File: src/rtl/beam_pkg.sv
// Shared types and constants for the beam-sum front end: sample/sum widths,
// the accumulator state encoding and the sign-extension helper.
package beam_pkg;

    localparam int SAMPLE_W = 16;
    localparam int SUM_W    = 19;
    localparam int MAX_CH   = 8;

    typedef logic signed [SAMPLE_W-1:0] sample_t;
    typedef logic signed [SUM_W-1:0]    sum_t;

    typedef enum logic [1:0] {
        IDLE  = 2'd0,
        ACCUM = 2'd1,
        HOLD  = 2'd2
    } acc_state_t;

    function automatic sum_t sext(input sample_t s);
        return {{(SUM_W - SAMPLE_W){s[SAMPLE_W-1]}}, s};
    endfunction

endpackage

File: src/rtl/adder_19bit.sv
// Team 19-bit ripple-carry adder: a chain of full adders, LSB first.
module adder_19bit (
    input  logic [18:0] a_i,
    input  logic [18:0] b_i,
    input  logic        cin_i,
    output logic [18:0] sum_o,
    output logic        cout_o
);

    logic [19:0] carry;

    assign carry[0] = cin_i;

    for (genvar i = 0; i < 19; i++) begin : g_fa
        assign sum_o[i]     = a_i[i] ^ b_i[i] ^ carry[i];
        assign carry[i + 1] = (a_i[i] & b_i[i]) | (carry[i] & (a_i[i] ^ b_i[i]));
    end

    assign cout_o = carry[19];

endmodule

File: src/rtl/beam_sum_accumulator.sv
// Delay-and-sum front end: adds NUM_CH consecutive signed samples (one per
// channel, channel 0 flagged by s_first) and holds the 19-bit sum for downstream.
module beam_sum_accumulator
    import beam_pkg::*;
#(
    parameter int NUM_CH = 8
) (
    input  logic                clk,
    input  logic                rst_n,
    input  logic                clr,
    input  logic                s_valid,
    output logic                s_ready,
    input  logic [SAMPLE_W-1:0] s_data,
    input  logic                s_first,
    output logic                m_valid,
    input  logic                m_ready,
    output logic [SUM_W-1:0]    m_data,
    output logic                frame_err,
    output logic [2:0]          ch_idx,
    output acc_state_t          dbg_state
);

    // Handshake: a sample moves on a rising edge with s_valid && s_ready; the
    // sum moves with m_valid && m_ready. s_ready depends only on registered state.

    if (NUM_CH < 2 || NUM_CH > MAX_CH) begin : g_bad_num_ch
        $error("beam_sum_accumulator: NUM_CH must be within 2..%0d", MAX_CH);
    end

    localparam logic [2:0] LAST_CH = 3'(NUM_CH - 1);

    acc_state_t state_q, state_d;
    sum_t       acc_q, acc_d;
    sum_t       m_data_q, m_data_d;
    logic [2:0] ch_q, ch_d;
    logic       m_valid_q, m_valid_d;
    logic       err_q, err_d;

    sum_t       sample_ext;
    logic [SUM_W-1:0] add_sum;
    logic       adder_cout_unused;
    logic       accept;

    assign sample_ext = sext(s_data);
    assign s_ready    = (state_q != HOLD);
    assign accept     = s_valid && s_ready && !clr;

    adder_19bit u_adder (
        .a_i    (acc_q),
        .b_i    (sample_ext),
        .cin_i  (1'b0),
        .sum_o  (add_sum),
        .cout_o (adder_cout_unused)
    );

    always_comb begin
        state_d   = state_q;
        acc_d     = acc_q;
        ch_d      = ch_q;
        m_valid_d = m_valid_q;
        m_data_d  = m_data_q;
        err_d     = 1'b0;
        if (clr) begin
            state_d   = IDLE;
            acc_d     = '0;
            ch_d      = '0;
            m_valid_d = 1'b0;
        end else begin
            case (state_q)
                IDLE: begin
                    if (accept) begin
                        if (s_first) begin
                            acc_d   = sample_ext;
                            ch_d    = 3'd1;
                            state_d = ACCUM;
                        end else begin
                            err_d = 1'b1;
                        end
                    end
                end
                ACCUM: begin
                    if (accept) begin
                        // A stray s_first restarts the frame on this sample.
                        if (s_first) begin
                            err_d = 1'b1;
                            acc_d = sample_ext;
                            ch_d  = 3'd1;
                        end else if (ch_q == LAST_CH) begin
                            m_data_d  = add_sum;
                            m_valid_d = 1'b1;
                            acc_d     = '0;
                            ch_d      = '0;
                            state_d   = HOLD;
                        end else begin
                            acc_d = add_sum;
                            ch_d  = ch_q + 3'd1;
                        end
                    end
                end
                HOLD: begin
                    if (m_ready) begin
                        m_valid_d = 1'b0;
                        state_d   = IDLE;
                    end
                end
                default: state_d = IDLE;
            endcase
        end
    end

    always_ff @(posedge clk or negedge rst_n) begin
        if (!rst_n) begin
            state_q   <= IDLE;
            acc_q     <= '0;
            ch_q      <= '0;
            m_valid_q <= 1'b0;
            m_data_q  <= '0;
            err_q     <= 1'b0;
        end else begin
            state_q   <= state_d;
            acc_q     <= acc_d;
            ch_q      <= ch_d;
            m_valid_q <= m_valid_d;
            m_data_q  <= m_data_d;
            err_q     <= err_d;
        end
    end

    assign m_valid   = m_valid_q;
    assign m_data    = m_data_q;
    assign frame_err = err_q;
    assign ch_idx    = ch_q;
    assign dbg_state = state_q;

endmodule

File: config.mk
export PLATFORM = sky130hd
export DESIGN_NAME = beam_sum_accumulator
export DESIGN_NICKNAME = d
export VERILOG_FILES = /design/src/rtl/beam_pkg.sv /design/src/rtl/adder_19bit.sv /design/src/rtl/beam_sum_accumulator.sv
export SDC_FILE = /design/constraint.sdc
export NUM_CORES = 1
export LEC_CHECK = 0
export BUFFER_PORTS_ARGS = -buffer_cell sky130_fd_sc_hd__buf_2
export CORE_ASPECT_RATIO = 1.75
export CORE_MARGIN = 2
export CORE_UTILIZATION = 58
export CTS_BUF_LIST = sky130_fd_sc_hd__clkbuf_8
export DETAILED_ROUTE_END_ITERATION = 16
export MAX_ROUTING_LAYER = met4
export PLACE_DENSITY_LB_ADDON = 0.3
export SYNTH_ARGS = -nofsm -noshare
export SYNTH_HDL_FRONTEND = slang
export SYNTH_SLANG_ARGS = --single-unit
File: constraint.sdc
create_clock -name clk -period 8.66 [get_ports clk]
set_input_delay 0.433 -clock clk [delete_from_list [all_inputs] [get_ports clk]]
set_output_delay 0.433 -clock clk [all_outputs]
set_load 0.01 [all_outputs]
# Word level (Yosys, flattened, before mapping)
# Cells that the tools add are included.
# W data, S select, Z words.
# op_classes
n_mux,34
n_addsub,1
n_eq_ne,10
reduce_logical,10
bitwise,91
# op_table
operator,count
$mux W19,6
$pmux W19 S2,1
$xor A1 B1 Y1,37
$and A1 B1 Y1,35
$mux W3,6
$ne A3 B3 Y1 const B,6
$or A1 B1 Y1,17
$mux W2,7
$mux W1,10
$reduce_and A5 Y1,2
$pmux W2 S3,1
$pmux W3 S2,1
$reduce_and A6 Y1,1
$reduce_bool A3 Y1,2
$pmux W1 S2,2
$reduce_and A4 Y1,1
$add A3 B1 Y3 const B,1
$eq A3 B3 Y1 const B,1
$eq A2 B1 Y1 const B,1
$eq A2 B2 Y1 const B,1
$logic_and A1 B1 Y1,2
$logic_not A2 Y1,1
$ne A2 B2 Y1 const B,1
$not A1 Y1,2
$logic_not A1 Y1,1
# totals
register_bits,45
inputBits,22

# Logic depth before layout (Yosys ltp)
# logic_depth
depth_word,41
mapped_depth,24
ltp_nobuf,24

# Modules after synthesis
# From an unflattened synthesis, not the netlist that was laid out.
# hier_totals
cells_unflattened,190
area_unflattened_um2,2502.4
# by_module_without_submodules
mod,area_per_inst_um2,instances,seq_area_each_um2,cells_each
beam_sum_accumulator,2084.5,1,1126.1,161
adder_19bit,417.9,1,0.0,29

# Least setup slack after synthesis
# No wires, ideal clock.
# synth_path
kind,in2reg
startpoint,in s_data[0]
endpoint,reg acc_q[18]
setup_slack_ps,1082
required_time_ps,8534
cell_stages,24
arrival_time_ps,7452
cell_sequence,ha_1 -> inv_1 -> fa_1 -> fa_1 -> fa_1 -> fa_1 -> fa_1 -> fa_1 -> fa_1 -> fa_1 -> fa_1 -> fa_1 -> fa_1 -> fa_1 -> fa_1 -> fa_1 -> inv_1 -> fa_1 -> inv_1 -> fa_1 -> fa_1 -> xnor2_1 -> xnor2_1 -> a221o_1
# synth_between
elab_chain_len,41
# synth_lines
element,line,text
from (decl),beam_sum_accumulator.sv:13,"input logic [SAMPLE_W-1:0] s_data,"
$and A1 B1 Y1 (2 in a row),adder_19bit.sv:16,assign carry[i + 1] = (a_i[i] & b_i[i]) | (carry[i] & (a_i[i] ^ b_i[i]));
$or A1 B1 Y1,adder_19bit.sv:16,
$and A1 B1 Y1,adder_19bit.sv:16,
$or A1 B1 Y1,adder_19bit.sv:16,
$and A1 B1 Y1,adder_19bit.sv:16,
$or A1 B1 Y1,adder_19bit.sv:16,
$and A1 B1 Y1,adder_19bit.sv:16,
$or A1 B1 Y1,adder_19bit.sv:16,
[... 24 more ...],n/a,
$and A1 B1 Y1,adder_19bit.sv:16,
$or A1 B1 Y1,adder_19bit.sv:16,
$xor A1 B1 Y1,adder_19bit.sv:15,assign sum_o[i] = a_i[i] ^ b_i[i] ^ carry[i];
$mux W19,beam_sum_accumulator.sv:88,end else if (ch_q == LAST_CH) begin
$mux W19,beam_sum_accumulator.sv:84,if (s_first) begin
$mux W19,beam_sum_accumulator.sv:82,if (accept) begin
$pmux W19 S2,beam_sum_accumulator.sv:69,case (state_q)
$mux W19,beam_sum_accumulator.sv:63,if (clr) begin
to (signal assigned),beam_sum_accumulator.sv:114,acc_q <= '0;
to (signal assigned),beam_sum_accumulator.sv:121,acc_q <= acc_d;
to (decl),beam_sum_accumulator.sv:33,"sum_t acc_q, acc_d;"
# No other way between the ends. The select of a mux whose other input is x is not followed.
# A chain may end at the register's enable or synchronous reset.

# Final worst setup path
# layout_path
startpoint,reg acc_q[0]
endpoint,reg acc_q[18]
# layout_between
elab_chain_len,41
# layout_lines
element,line
$and A1 B1 Y1 (2 in a row),adder_19bit.sv:16
$or A1 B1 Y1,adder_19bit.sv:16
$and A1 B1 Y1,adder_19bit.sv:16
$or A1 B1 Y1,adder_19bit.sv:16
$and A1 B1 Y1,adder_19bit.sv:16
$or A1 B1 Y1,adder_19bit.sv:16
$and A1 B1 Y1,adder_19bit.sv:16
$or A1 B1 Y1,adder_19bit.sv:16
[... 24 more ...],n/a
$and A1 B1 Y1,adder_19bit.sv:16
$or A1 B1 Y1,adder_19bit.sv:16
$xor A1 B1 Y1,adder_19bit.sv:15
$mux W19,beam_sum_accumulator.sv:88
$mux W19,beam_sum_accumulator.sv:84
$mux W19,beam_sum_accumulator.sv:82
$pmux W19 S2,beam_sum_accumulator.sv:69
$mux W19,beam_sum_accumulator.sv:63
# No other way between the ends. The select of a mux whose other input is x is not followed.

==> results.txt <==
The flow ran to the end, and the final reports show no timing, DRC or antenna violations. The worst reg2reg path depth is 24. The final critical path takes up 91.0% of the cycle.

After routing, the total negative slack on setup checks comes to 0 ns. Before antenna repair, the detailed router went through 4 iterations. The die boundary height is 93.9 microns. Leaving out fill and tap cells, the most frequent cell in the layout is sky130_fd_sc_hd__inv_1.

The total placed cells including tap cells came out at 329. The final setup violation count came out at 0. The area of the mapped netlist came out at 2680 sq um. The maximum count of clock buffers along a single path came out at 2. The detailed placer's ending HPWL came out at 3910 microns.

The number of cells produced by synthesis is 245. The instance area at placement is 2910 sq um. Of all nets on the critical path, the largest fanout is 2.

The register-to-register path setup slack came out at 0.78 ns. The first global-routing pass estimated 9630 microns of wire. The number of sinks driven by the clock tree came out at 45. The number of nets in the synthesized netlist is 287. The prevailing post-synth register cell is sky130_fd_sc_hd__dfrtp_1. The adder-cell area share of the yosys netlist is 14.1%.

The count of pins on the block boundary is 49. The endpoint identified for the worst register-to-register timing path is acc_q[18]. The placeable core region came out at 4440 sq um. After detailed routing, the average wire length per cell comes to 16.3 microns. The tightest slew margin relative to the limit came out at 33.4%.

The antenna diode instance count came out at 0. The insertion delay of the later-clocked pin in the worst-skew pair came out at 0.29 ns. Sequential elements use 42.0% of the synthesized area.

The part of the power in combinational logic came out at 21.0%. The setup path with the least slack is of type reg2reg. The TritonCTS clock tree is built.

At the end of the flow the core is filled with cells to 67.4%. The number of hold-slack violations in the final timing report came out at 0. The maximum resistive drop on vdd is 0.000123 V.

The multiplexer fraction of the synthesized cell area came out at 7.23%. The share of power burned in registers came out at 50.0%. The number of max-capacitance violations reported came out at 0. The internal portion of total power came out at 320 uW. The tree is rooted in a sky130_fd_sc_hd__clkbuf_8.

The number of synthesis warnings is 0. The share of synthesized registers carrying an async set or reset came out at 100%. At the pin with the least slew margin, the transition time is 0.998 ns. The die covers 5200 sq um.

The worst endpoint required time came out at 8.84 ns. The post-synthesis average cell area is 10.9 sq um. The total number of nets in the final design came out at 327. The weighted congestion reported at the end of routability-driven placement is 0.828. The complex-gate fraction of the synthesized area is 17.2%. The layout-stage area growth over the synthesis result came out at 11.8%.

Post-CTS timing repair inserted 0 buffers for setup. The arrival time reported for the critical path endpoint is 8.06 ns. The setup slack at placement came out at 0.606 ns. By area the synthesized netlist is led by sky130_fd_sc_hd__dfrtp_1 (42%), sky130_fd_sc_hd__fa_1 (13%), sky130_fd_sc_hd__inv_1 (7.7%). The initial cell density of the core is 60.3%.

For this run, the total global-route usage over all layers was measured as 24.4%. The worst setup path is launched from a register. The smallest setup slack after layout is 0.779 ns.

After clock tree synthesis, the clock-pin slew on the worst setup and hold paths is 0.08 ns. After detailed routing, the number of remaining DRC violations is 0. In the layout the commonest cells are sky130_fd_sc_hd__inv_1 (56), sky130_fd_sc_hd__buf_2 (48), sky130_fd_sc_hd__dfrtp_1 (45).

The share of layout cells above drive strength 1 is 25.6%. The number of gates given a new drive strength after cts is 0. Net switching is 28.8% of the power. The worst-case clock skew came out at 0.00684 ns. The launching point of the worst reg2reg path is acc_q[0].

The post-synthesis share of cell area spent on xor and xnor gates came out at 0.653%. The number of violations reported at the end of detailed-routing iteration 0 came out at 49. The highest clock frequency the design can meet came out at 127 MHz. The count of antenna-violating nets left after detailed routing came out at 0. Summed over all instances, the cell type with the most area after synthesis is sky130_fd_sc_hd__dfrtp_1. The class of the worst hold path is in2async. The die is 55.4 microns wide.

By area, the combinational part of the netlist is dominated by compound AO/OA/AOI/OAI gates. The H-tree was split into 2 levels. The count of cell types in the netlist is 40. The via count of the first global-routing pass is 2026. The global-route congestion overflow total came out at 0. The area fraction in and, or, nand and nor cells after synthesis came out at 7.28%. For this design, the CTS-stage hold fixing added 0 buffers. The via-per-instance ratio is 5.82. In this run, CTS created clock tree buffers numbering 5. The static power due to leakage came out at 0.00153 uW. The maximum number of pins on one net before global-route repair came out at 46.

Counting flops and latches in the post-synthesis netlist gives 45. The share of total power in the clock network came out at 29.0%. The initial antenna violation count came out at 0. The worst setup path is captured at a register. The count of buffers added on input and output ports is 48. The cell area power density is 150 nW/um^2. For this block, the routed nets add up to 5480 microns of wire. The minimum period implied by the final worst setup slack came out at 7.88 ns. Setup repair after global routing left no endpoint under its margin. The number of cells in the finished layout apart from fillers came out at 336. The floorplan row count is 32. The number of flops mapped to enable cells by yosys came out at 0. The total number of vias came out at 1954. The net load switching power is 129 uW. Summing all non-filler instances in the final layout gives an area of 3000 sq um. The max-slew violation count is 0. The share of synthesized area in the top cell type comes to 42.0%.
## cell families (layout without fill, tap and decap cells)
kind of cell | after synthesis | after routing
buffers and inverters | 73 | 113
flip-flops | 45 | 45
multiplexers | 19 | 19
AND/OR/NAND/NOR | 35 | 35
XOR/XNOR | 2 | 2
AO/OA/AOI/OAI | 51 | 51
adder cells (fa/ha/maj) | 20 | 20
## power by group through the flow
| stage | combinational (uW) | sequential, uW | clock (uW) |
|---|---|---|---|
| floorplan | 65.3 | 227 | 0 |
| global placement | 91.0 | 228 | 0 |
| detailed placement | 94.8 | 229 | 0 |
| CTS | 95.5 | 225 | 133 |
| global route | 107 | 226 | 141 |
| finish | 94.1 | 225 | 130 |
## critical path, stage by stage, from the launching register on
cell	delay, ns
sky130_fd_sc_hd__dfrtp_1	0.35
sky130_fd_sc_hd__ha_1	0.14
sky130_fd_sc_hd__inv_1	0.05
sky130_fd_sc_hd__fa_1	0.37
sky130_fd_sc_hd__fa_1	0.42
sky130_fd_sc_hd__fa_1	0.42
sky130_fd_sc_hd__fa_1	0.40
sky130_fd_sc_hd__fa_1	0.42
sky130_fd_sc_hd__fa_1	0.41
sky130_fd_sc_hd__fa_1	0.40
sky130_fd_sc_hd__fa_1	0.39
sky130_fd_sc_hd__fa_1	0.39
sky130_fd_sc_hd__fa_1	0.39
sky130_fd_sc_hd__fa_1	0.39
sky130_fd_sc_hd__fa_1	0.40
sky130_fd_sc_hd__fa_1	0.39
sky130_fd_sc_hd__fa_1	0.36
sky130_fd_sc_hd__inv_1	0.07
sky130_fd_sc_hd__fa_1	0.15
sky130_fd_sc_hd__inv_1	0.05
sky130_fd_sc_hd__fa_1	0.38
sky130_fd_sc_hd__fa_1	0.39
sky130_fd_sc_hd__xnor2_1	0.19
sky130_fd_sc_hd__xnor2_1	0.10
sky130_fd_sc_hd__a221o_1	0.34
## cell type report
class	count	area [sq um]
Inverter	55	206
Tap cell	51	63.8
Timing Repair Buffer	51	263
Clock buffer	6	82.6
Clock inverter	1	3.75
Multi-Input combinational cell	127	1250
Fill cell	343	1450
Sequential cell	45	1130
## worst max-delay path by stage
stage               depth (start not counted)        end       from  slack (ns)
detailed placement                         25  acc_q[18]  s_data[0]        0.61
CTS                                        24  acc_q[18]   acc_q[0]        0.78
floorplan                                  24  acc_q[18]  s_data[0]        1.08
global route                               24  acc_q[18]   acc_q[0]        0.50
finish                                     24  acc_q[18]   acc_q[0]        0.78
global placement                           25  acc_q[18]  s_data[0]        0.80
## registers in the layout, summed over array words and instances (netlist names)
signal     cells
acc_q         19
m_data        19
ch_idx         3
dbg_state      2
frame_err      1
m_valid        1
## metal layers
metal	routed length (microns)	global-route usage (%)
met1	2130	29.2
met2	3060	41.9
met3	198	3.44
met4	100	9.15
met5	0	-
## synthesized netlist by cell type (2+ instances only)
library cell / n
sky130_fd_sc_hd__fa_1: 17
sky130_fd_sc_hd__buf_2: 3
sky130_fd_sc_hd__xnor2_1: 2
sky130_fd_sc_hd__mux2i_1: 16
sky130_fd_sc_hd__o211ai_1: 17
sky130_fd_sc_hd__nor4_1: 2
sky130_fd_sc_hd__o21ai_0: 3
sky130_fd_sc_hd__nor2_1: 3
sky130_fd_sc_hd__nand2_1: 4
sky130_fd_sc_hd__clkbuf_1: 11
sky130_fd_sc_hd__a32o_1: 2
sky130_fd_sc_hd__o31ai_1: 2
sky130_fd_sc_hd__inv_1: 55
sky130_fd_sc_hd__o221ai_2: 10
sky130_fd_sc_hd__ha_1: 3
sky130_fd_sc_hd__nor3b_1: 2
sky130_fd_sc_hd__a22o_1: 2
sky130_fd_sc_hd__a31oi_1: 3
sky130_fd_sc_hd__o22ai_1: 2
sky130_fd_sc_hd__o221ai_1: 5
sky130_fd_sc_hd__buf_6: 2
sky130_fd_sc_hd__mux2_2: 2
sky130_fd_sc_hd__nand3_1: 16
sky130_fd_sc_hd__dfrtp_1: 45
## through the flow
step	power (uW)	hold slack, ns
after floorplan	293	0.137
after global placement	319	0.474
after detailed placement	323	0.480
after CTS	453	0.345
after global routing	474	0.388
final	449	0.303
No activity file was read; power rests on OpenSTA's default activity.
